$ cat src/rtl/lsu_memprep_stage_if.sv
// ============================================================================
// Module      : lsu_memprep_stage_if
// Description : Data-memory request/response port of the MEMPREP load/store unit
// Revision    : 1.0 - initial release
// ============================================================================
`default_nettype none

interface lsu_memprep_stage_if;
  logic        dmem_req_valid;
  logic        dmem_req_ready;
  logic [31:0] dmem_addr;
  logic        dmem_we;
  logic [3:0]  dmem_wstrb;
  logic [31:0] dmem_wdata;
  logic        dmem_rsp_valid;

  modport master (
    output dmem_req_valid, dmem_addr, dmem_we, dmem_wstrb, dmem_wdata,
    input  dmem_req_ready, dmem_rsp_valid
  );

  modport slave (
    input  dmem_req_valid, dmem_addr, dmem_we, dmem_wstrb, dmem_wdata,
    output dmem_req_ready, dmem_rsp_valid
  );
endinterface

`default_nettype wire

$ cat src/rtl/lsu_memprep_stage.sv
// ============================================================================
// Module      : lsu_memprep_stage
// Description : MEMPREP load/store issue: builds data-memory requests, splits
//               word-crossing accesses, bounds outstanding requests
// Revision    : 1.0 - initial release
// ============================================================================
`default_nettype none

module lsu_memprep_stage #(
  parameter logic [1:0]  RD_SEL_LSU         = 2'd1,
  parameter bit          SUPPORT_MISALIGNED = 1'b1,
  parameter int unsigned MAX_OUTSTANDING    = 2
) (
  input  wire logic        clk,
  input  wire logic        rst,
  input  wire logic        invalid_MEMPREP,
  input  wire logic [31:0] alu_result_MEMPREP,
  input  wire logic [31:0] rs2_data_MEMPREP,
  input  wire logic        lsu_we_MEMPREP,
  input  wire logic [1:0]  rd_data_sel_MEMPREP,
  input  wire logic [1:0]  data_width_MEMPREP,
  input  wire logic        lsu_sign_extend_MEMPREP,
  lsu_memprep_stage_if.master dmem,
  output logic             stall_MEMPREP,
  output logic             valid_MEM,
  output logic             load_MEM,
  output logic             split_MEM,
  output logic             misaligned_MEM,
  output logic             sign_extend_MEM,
  output logic [1:0]       byte_offset_MEM,
  output logic [1:0]       data_width_MEM
);

  localparam logic [2:0] c_max_outstanding = 3'(MAX_OUTSTANDING);

  typedef enum logic [0:0] {
    C_PART0 = 1'b0,
    C_PART1 = 1'b1
  } part_t;

  part_t       r_part;
  logic [2:0]  r_cnt;

  logic        w_access;
  logic [1:0]  w_off;
  logic [3:0]  w_mask;
  logic        w_misaligned;
  logic        w_cross;
  logic        w_unsup;
  logic [7:0]  w_strb_wide;
  logic [63:0] w_data_wide;
  logic        w_issue_ok;
  logic        w_req_valid;
  logic        w_accept;
  logic        w_final_accept;
  logic        w_dec;

  assign w_access = !invalid_MEMPREP &&
                    (lsu_we_MEMPREP || (rd_data_sel_MEMPREP == RD_SEL_LSU));
  assign w_off    = alu_result_MEMPREP[1:0];

  always_comb begin
    w_mask       = 4'b1111;
    w_misaligned = (w_off != 2'd0);
    w_cross      = (w_off != 2'd0);
    case (data_width_MEMPREP)
      2'b00: begin
        w_mask       = 4'b0001;
        w_misaligned = 1'b0;
        w_cross      = 1'b0;
      end
      2'b01: begin
        w_mask       = 4'b0011;
        w_misaligned = w_off[0];
        w_cross      = (w_off == 2'd3);
      end
      default: ;
    endcase
  end

  // Upper halves of the shifted lane vectors are exactly the part-1 strobes/data.
  assign w_strb_wide = {4'b0000, w_mask} << w_off;
  assign w_data_wide = {32'd0, rs2_data_MEMPREP} << {w_off, 3'b000};

  assign w_unsup        = w_misaligned && !SUPPORT_MISALIGNED;
  assign w_issue_ok     = (r_cnt < c_max_outstanding) || dmem.dmem_rsp_valid;
  assign w_req_valid    = w_access && w_issue_ok && !w_unsup && !rst;
  assign w_accept       = w_req_valid && dmem.dmem_req_ready;
  assign w_final_accept = w_accept && ((r_part == C_PART1) || !w_cross);
  assign w_dec          = dmem.dmem_rsp_valid && (r_cnt != 3'd0);

  assign dmem.dmem_req_valid = w_req_valid;
  assign dmem.dmem_we        = w_access && lsu_we_MEMPREP && !rst;
  assign dmem.dmem_addr      = {alu_result_MEMPREP[31:2], 2'b00} +
                               ((r_part == C_PART1) ? 32'd4 : 32'd0);
  assign dmem.dmem_wstrb     = (r_part == C_PART1) ? w_strb_wide[7:4] : w_strb_wide[3:0];
  assign dmem.dmem_wdata     = !lsu_we_MEMPREP     ? 32'd0 :
                               (r_part == C_PART1) ? w_data_wide[63:32] :
                                                     w_data_wide[31:0];

  assign stall_MEMPREP = w_access && !w_final_accept && !w_unsup && !rst;

  always_ff @(posedge clk) begin
    if (rst) begin
      r_part <= C_PART0;
    end else if (w_accept) begin
      r_part <= ((r_part == C_PART0) && w_cross) ? C_PART1 : C_PART0;
    end
  end

  always_ff @(posedge clk) begin
    if (rst) begin
      r_cnt <= 3'd0;
    end else if (w_accept && !w_dec) begin
      r_cnt <= r_cnt + 3'd1;
    end else if (!w_accept && w_dec) begin
      r_cnt <= r_cnt - 3'd1;
    end
  end

  // Metadata for the MEM-stage aligner; held between captures, only valid_MEM pulses.
  always_ff @(posedge clk) begin
    if (rst) begin
      valid_MEM       <= 1'b0;
      load_MEM        <= 1'b0;
      split_MEM       <= 1'b0;
      misaligned_MEM  <= 1'b0;
      sign_extend_MEM <= 1'b0;
      byte_offset_MEM <= 2'd0;
      data_width_MEM  <= 2'd0;
    end else if (w_final_accept || (w_access && w_unsup)) begin
      valid_MEM       <= 1'b1;
      load_MEM        <= !lsu_we_MEMPREP;
      split_MEM       <= w_cross && SUPPORT_MISALIGNED;
      misaligned_MEM  <= w_unsup;
      sign_extend_MEM <= lsu_sign_extend_MEMPREP;
      byte_offset_MEM <= w_off;
      data_width_MEM  <= data_width_MEMPREP;
    end else begin
      valid_MEM       <= 1'b0;
    end
  end

endmodule

`default_nettype wire

$ cat src/flat_wrapper.sv
// flat-port wrapper written by rule: the top's interface ports become plain ports
module lsu_memprep_stage_flat 
#(
  parameter logic [1:0]  RD_SEL_LSU         = 2'd1,
  parameter bit          SUPPORT_MISALIGNED = 1'b1,
  parameter int unsigned MAX_OUTSTANDING    = 2
)
  (clk, rst, invalid_MEMPREP, alu_result_MEMPREP, rs2_data_MEMPREP, lsu_we_MEMPREP, rd_data_sel_MEMPREP, data_width_MEMPREP, lsu_sign_extend_MEMPREP, stall_MEMPREP, valid_MEM, load_MEM, split_MEM, misaligned_MEM, sign_extend_MEM, byte_offset_MEM, data_width_MEM, dmem_dmem_req_valid, dmem_dmem_addr, dmem_dmem_we, dmem_dmem_wstrb, dmem_dmem_wdata, dmem_dmem_req_ready, dmem_dmem_rsp_valid);
  lsu_memprep_stage_if dmem_i ();
  input  wire logic clk;
  input  wire logic rst;
  input  wire logic invalid_MEMPREP;
  input  wire logic [31:0] alu_result_MEMPREP;
  input  wire logic [31:0] rs2_data_MEMPREP;
  input  wire logic lsu_we_MEMPREP;
  input  wire logic [1:0] rd_data_sel_MEMPREP;
  input  wire logic [1:0] data_width_MEMPREP;
  input  wire logic lsu_sign_extend_MEMPREP;
  output logic stall_MEMPREP;
  output logic valid_MEM;
  output logic load_MEM;
  output logic split_MEM;
  output logic misaligned_MEM;
  output logic sign_extend_MEM;
  output logic [1:0] byte_offset_MEM;
  output logic [1:0] data_width_MEM;
  output wire logic [$bits(dmem_i.dmem_req_valid)-1:0] dmem_dmem_req_valid;
  output wire logic [$bits(dmem_i.dmem_addr)-1:0] dmem_dmem_addr;
  output wire logic [$bits(dmem_i.dmem_we)-1:0] dmem_dmem_we;
  output wire logic [$bits(dmem_i.dmem_wstrb)-1:0] dmem_dmem_wstrb;
  output wire logic [$bits(dmem_i.dmem_wdata)-1:0] dmem_dmem_wdata;
  input wire logic [$bits(dmem_i.dmem_req_ready)-1:0] dmem_dmem_req_ready;
  input wire logic [$bits(dmem_i.dmem_rsp_valid)-1:0] dmem_dmem_rsp_valid;
  assign dmem_dmem_req_valid = dmem_i.dmem_req_valid;
  assign dmem_dmem_addr = dmem_i.dmem_addr;
  assign dmem_dmem_we = dmem_i.dmem_we;
  assign dmem_dmem_wstrb = dmem_i.dmem_wstrb;
  assign dmem_dmem_wdata = dmem_i.dmem_wdata;
  assign dmem_i.dmem_req_ready = dmem_dmem_req_ready;
  assign dmem_i.dmem_rsp_valid = dmem_dmem_rsp_valid;
  lsu_memprep_stage #(.RD_SEL_LSU(RD_SEL_LSU), .SUPPORT_MISALIGNED(SUPPORT_MISALIGNED), .MAX_OUTSTANDING(MAX_OUTSTANDING)) u_core (.clk(clk), .rst(rst), .invalid_MEMPREP(invalid_MEMPREP), .alu_result_MEMPREP(alu_result_MEMPREP), .rs2_data_MEMPREP(rs2_data_MEMPREP), .lsu_we_MEMPREP(lsu_we_MEMPREP), .rd_data_sel_MEMPREP(rd_data_sel_MEMPREP), .data_width_MEMPREP(data_width_MEMPREP), .lsu_sign_extend_MEMPREP(lsu_sign_extend_MEMPREP), .dmem(dmem_i), .stall_MEMPREP(stall_MEMPREP), .valid_MEM(valid_MEM), .load_MEM(load_MEM), .split_MEM(split_MEM), .misaligned_MEM(misaligned_MEM), .sign_extend_MEM(sign_extend_MEM), .byte_offset_MEM(byte_offset_MEM), .data_width_MEM(data_width_MEM));
endmodule
$ cat config.mk
export PLATFORM = sky130hd
export DESIGN_NAME = lsu_memprep_stage_flat
export DESIGN_NICKNAME = d
export VERILOG_FILES = /design/src/rtl/lsu_memprep_stage_if.sv /design/src/rtl/lsu_memprep_stage.sv /design/src/flat_wrapper.sv
export SDC_FILE = /design/constraint.sdc
export NUM_CORES = 1
export LEC_CHECK = 0
export CAP_MARGIN = 20
export CORE_MARGIN = 2
export CORE_UTILIZATION = 37
export CTS_BUF_LIST = sky130_fd_sc_hd__clkbuf_2
export DETAILED_ROUTE_END_ITERATION = 10
export PLACE_DENSITY = 0.95
export SLEW_MARGIN = 10
export SYNTH_ARGS = -nofsm -noshare
export SYNTH_HDL_FRONTEND = slang
export SYNTH_SLANG_ARGS = --single-unit
$ cat constraint.sdc
create_clock -name clk -period 2.9 [get_ports clk]
set_input_delay 0.29 -clock clk [delete_from_list [all_inputs] [get_ports clk]]
set_output_delay 0.29 -clock clk [all_outputs]
set_load 0.01 [all_outputs]
==> reports/qor.csv, run 1 <==
metric,value,unit
p_leak,0.00149,uW
synth_largest_area_cell,dfxtp_1,
drt.antenna.violating_nets,0,
crit_arrival,2440,ps
synth_compound_area_share,25.0,%
clk_latency,270,ps
muxShareOfSynthArea,12.5,%
min_period,2730,ps
io_pins,155,
drive_above_1_share,12.6,%
clock_sink_count,12,
via_per_inst,5.67,
io_buffers,151,
final_hold_viol_count,0,
busiest_layer,met2,
gr-total-overflow,0,
cap_violations,0,
synth_common_cells,"nor2b_1, o22ai_1, mux2i_1, xnor2_1",
cp_data_required_time,2610,ps
yosysWarningCount,0,
drt_pass1_iterations,4,
post_drt_wl_per_cell,16.5,um
start_util,37.8,%
hold_ws,494,ps
drv_slew,0,
syn_avg_cell_area,7.81,um^2
fin_util,66.1,%
synth_top_flop_cell,dfxtp_1,
use_met2,44.8,%
power.total,895,uW
cts_root_buffer,clkbuf_2,
synth-seq-area-share,10.9,%
antenna_cells,0,
p_per_area,233,mW/mm^2
cts_inserted_buffers,3,
fin_setup_tns,0,ps
grt.met1_usage,27.2,%
yosys.area_share.xor_xnor,12.0,%
crit_fanout,6,
synthSimpleGateAreaFrac,30.3,%
synth-edff-count,0,
die_x,81.0,um
die-height,81.0,um
vias,2896,
grt_antenna_before_repair,0,
grt_pass1_vias,2824,
routed_wl,8.43,mm
path_clk_slew,120,ps
setup_viol,0,
rows,28,
hold_class,flip-flop to flip-flop,
syn-instance-count,281,
period_share,94.3,%
grt_max_degree,30,
end_kind,output port,
tritoncts,built,
async_flop_share,0,%
finClkSkew,4.41,ps
yosys-top-cells-area,"dfxtp_1, mux2i_1, xnor2_1, a22o_1, a22oi_1",
fin_nets,516,
cts-htree-levels,1,
grt.met3_usage,3.22,%
vdd_drop_max,0.000381,V
core,0.00582,mm^2
relSlewSlack,65.7,%
cp-start-kind,input port,
synth_adder_area_share,2.62,%
dp_hpwl,6.72,mm
crit_type,input port to output port,
synth_top_area_share,10.9,%
status,"finished, final reports clean",
grt_pass1_wl,12.6,mm
synth_most_common_cell,nor2b_1,
area_growth,75.2,%
dieArea,0.00657,mm^2
fmax,366,MHz
synth.lib_cells_used.distinct,51,
grtUsageTotal,23.7,%
cts_buffer_depth,2,
synth_area,0.00220,mm^2
tightest_slew,514,ps
gp_congestion,0.846,
initialDrtViolationCount,140,
cts_hold_buf,0,
synth_top_family_by_area,simple AND/OR/NAND/NOR gates,
drc_errors,0,
synth-seq-cells,12,
critical path, stage by stage:
cell and delay [ps]:
clkdlybuf4s50_1 460, ha_1 180, ha_2 220, nand4_1 150
nor4_4 150, buf_4 180, nand4_1 120, xnor2_1 150
clkdlybuf4s50_1 550
through the flow:
step	area (um^2)	setup slack, ps	instances
after floorplan	2200	739	283
after global placement	3800	83.7	505
after detailed placement	3800	30.9	505
after CTS	3820	26.4	509
after global routing	3850	-16.4	511
final	3850	167	511
cells by family (layout without fill, tap and decap cells):
group                    Yosys count  after routing
AND/OR/NAND/NOR                  105            105
AO/OA/AOI/OAI                     78             78
XOR/XNOR                          30             30
buffers and inverters             26            179
multiplexers                      25             25
flip-flops                        12             12
adder cells (fa/ha/maj)            4              4
other                              1              3
what timing repair did:
item	4_1_cts	5_1_grt
setup buffers	0	2
setup endpoints to repair	0	13
gates resized for setup	0	4
routing by layer:
metal  vias up  share of wire, %
li1       1363                 -
met1      1364                38
met5         -                 0
met2       146                52
met4         0               2.0
met3        23               7.9
power by group:
part           leakage (uW)  switching [uW]  internal [uW]  total (uW)
Clock             0.0000140            56.8           29.9        86.8
Combinational       0.00138             265            332         597
Sequential        0.0000974            23.6            188         211
Total               0.00149             346            549         895
registers in the layout (all words and copies together) (netlist names):
signal                  count
u_core.r_cnt                3
u_core.byte_offset_MEM      2
u_core.data_width_MEM       2
u_core.load_MEM             1
u_core.r_part               1
u_core.sign_extend_MEM      1
u_core.split_MEM            1
u_core.valid_MEM            1
final timing paths:
kind	start	to	slack, ps	cells past startpoint
max	alu_result_MEMPREP[2]	dmem_dmem_addr[22]	170	9
min	u_core.data_width_MEM[0]	u_core.data_width_MEM[0]	490	2
max reg2reg	u_core.r_cnt[1]	u_core.r_cnt[2]	640	9
min reg2reg	u_core.data_width_MEM[0]	u_core.data_width_MEM[0]	490	2
cells in the final DEF, fill, tap and decap left out, types with 13 or more instances in the layout:
| cell | Yosys | routed |
|---|---|---|
| nor2b_1 | 19 | 19 |
| mux2i_1 | 17 | 17 |
| a22oi_1 | 16 | 16 |
| xnor2_1 | 17 | 17 |
| clkdlybuf4s50_1 | 0 | 147 |
| o22ai_1 | 18 | 18 |
| nand3_1 | 15 | 15 |
| a22o_1 | 16 | 16 |
| buf_4 | 5 | 18 |
| xor2_1 | 13 | 13 |
final cells by class:
type / instances / area, um^2
Timing Repair Buffer: 169 / 1650
Inverter: 6 / 22.5
Clock buffer: 3 / 15.0
Multi-Input combinational cell: 245 / 1820
Sequential cell: 12 / 240
Tap cell: 75 / 93.8
Fill cell: 465 / 1970
Clock inverter: 1 / 3.75
Note: power is estimated with default switching activity, not from simulation.
==> run 2: changes to the inputs <==
- GPL_TIMING_DRIVEN: unset -> 0
==> reports/qor.csv, run 2 (synthesized netlist as in run 1, its figures left out) <==
metric,value,unit,change
layout_commonest_cell,clkdlybuf4s50_1,,
cts_root_buffer,clkbuf_2,,
drv_slew,0,,unchanged
place_inst,507,,+0.40%
clk_latency,260,ps,about the same
drive_above_1_share,11.9,%,-0.72 points
worst_hold_path.endpoint,u_core.sign_extend_MEM,,
gp_congestion,0.871,,+3.0%
path_clk_slew,110,ps,about the same
setup_viol,0,,unchanged
relSlewSlack,61.9,%,-3.8 points
crit_type,input port to output port,,
grt_pass1_vias,2951,,+4.5%
r2r_slack,450,ps,-190 ps
layout_setup_ws,97.7,ps,-68.9 ps
final_hold_viol_count,0,,unchanged
hold_class,flip-flop to flip-flop,,
tightest_slew,571,ps,+57.3 ps
grtUsageTotal,25.8,%,+2.1 points
cap_violations,0,,unchanged
cp-start-kind,input port,,
hold_ws,496,ps,+1.28 ps
via_per_inst,5.82,,+2.7%
hold_depth,2,,unchanged
die-height,81.0,um,unchanged
fin_nets,517,,+0.19%
area_growth,74.9,%,
period_share,96.6,%,+2.4 points
end_kind,output port,,
grt_pass1_wl,13.7,mm,+8.5%
drt_pass1_iterations,5,,+1
crit_arrival,2510,ps,+70 ps
r2r_cells,9,,unchanged
rsz0062_at_grt,false,,
routed_wl,9.12,mm,+8.2%
io_pins,155,,unchanged
antenna_cells,0,,unchanged
dp_hpwl,7.17,mm,+6.7%
initialDrtViolationCount,232,,+66%
power.total,901,uW,+0.67%
hold_path.startpoint,u_core.sign_extend_MEM,,
reg.largest.list,"u_core.r_cnt x3, u_core.byte_offset_MEM x2, u_core.data_width_MEM x2",,
finClkSkew,4.92,ps,+0.519 ps
fin_setup_tns,0,ps,unchanged
largest_reg_flops,3,,unchanged
clock_sink_count,12,,unchanged
cts_inserted_buffers,3,,unchanged
grt_antenna_before_repair,0,,unchanged
die_x,81.0,um,unchanged
min_period,2800,ps,+68.9 ps
p_leak,0.00148,uW,-0.73%
post_drt_wl_per_cell,17.8,um,+8.0%
crit_fanout,10,,+4
vias,2981,,+2.9%
cts-htree-levels,1,,unchanged
drt.antenna.violating_nets,0,,unchanged
fmax,357,MHz,-2.5%
tritoncts,built,,
core,0.00582,mm^2,unchanged
cts_buffer_depth,2,,unchanged
top_register,u_core.r_cnt,,
start_util,37.8,%,unchanged
gr-total-overflow,0,,unchanged
dp_slack,-130,ps,-161 ps
r2r-end,u_core.r_cnt[2],,
p_per_area,235,mW/mm^2,+0.83%
timing.rr.start,u_core.r_cnt[1],,
io_buffers,149,,-1.3%
stdcell_count,512,,+0.20%
drc_errors,0,,unchanged
status,"finished, final reports clean",,
cp_data_required_time,2610,ps,about the same
grt_max_degree,11,,-63%
vdd_drop_max,0.000265,V,-31%
rows,28,,unchanged
mostFrequentLayoutCells,"clkdlybuf4s50_1, nor2b_1, o22ai_1",,
dieArea,0.00657,mm^2,unchanged
-- run 2: cell count changes in the layout (fill, tap and decap cells not counted) --
cell             before  now
buf_4                18    6
clkbuf_1              0    7
buf_2                 1    4
buf_6                 0    3
clkdlybuf4s50_1     147  145
buf_1                 0    1
dlymetal6s2s_1        3    4
ha_1                  2    1
ha_2                  1    2
nand3_1              15   14
nand3_2               1    2
nor3_1                5    4
nor3_2                3    4
-- run 2: critical path, stage by stage --
cell and delay (ps):
clkdlybuf4s50_1 510, clkbuf_1 390, nand3b_1 430, o22ai_1 280, clkdlybuf4s50_1 600
-- run 2: power breakdown --
part	switching, uW	total [uW]	internal [uW]
Clock	54.7	84.7	30.0
Sequential	24.4	212	188
Combinational	276	604	328
-- run 2: through the flow --
| step | utilization, % | cell area (um^2) |
|---|---|---|
| CTS | 65.6 | 3810 |
| detailed placement | 65.1 | 3790 |
| finish | 66.0 | 3840 |
| global placement | 65.1 | 3790 |
| floorplan | - | 2200 |
| global route | 66.0 | 3840 |
-- run 2: what timing repair did --
item,in CTS,in global routing
buffers inserted,1,0
hold endpoints to repair,0,0
endpoints found under the setup margin,6,11
pin swaps,1,1
hold buffers,0,0
gates resized for setup,0,8
-- run 2: layout make-up --
| cell class | count | area, um^2 |
|---|---|---|
| inverters | 6 | 22.5 |
| repair buffers | 150 | 1510 |
| multi-input cells | 245 | 1830 |
| clock buffers | 3 | 15.0 |
| flip-flops and latches | 12 | 240 |
| plain buffers | 20 | 121 |
| clock inverters | 1 | 3.75 |
| well taps | 75 | 93.8 |
| fillers | 497 | 1980 |
-- run 2: how the worst max path moves through the flow --
stage	slack, ps	endpoint	cells after the start	start
finish	100	dmem_dmem_wdata[25]	5	lsu_we_MEMPREP
global route	10	dmem_dmem_wdata[26]	5	lsu_we_MEMPREP
CTS	30	dmem_dmem_addr[30]	9	alu_result_MEMPREP[2]
detailed placement	-130	dmem_dmem_addr[30]	8	alu_result_MEMPREP[2]
global placement	-30	dmem_dmem_addr[30]	8	alu_result_MEMPREP[2]
floorplan	740	u_core.r_cnt[2]	9	u_core.r_cnt[1]
-- run 2: routing by layer --
layer / GRT usage (%) / share of wire [%] / vias up / wire, um
li1: - / - / 1357 / -
met2: 47.6 / 51 / 174 / 4650
met5: 0 / 0 / - / 0
met4: 9.66 / 2.6 / 0 / 233
met1: 29.4 / 38 / 1426 / 3450
met3: 4.44 / 8.6 / 24 / 786
==> run 3: changes to the inputs <==
- SKIP_LAST_GASP: unset -> 1
==> results of run 3 <==
The final DEF is identical to that of run 2; final timing and power are the same.
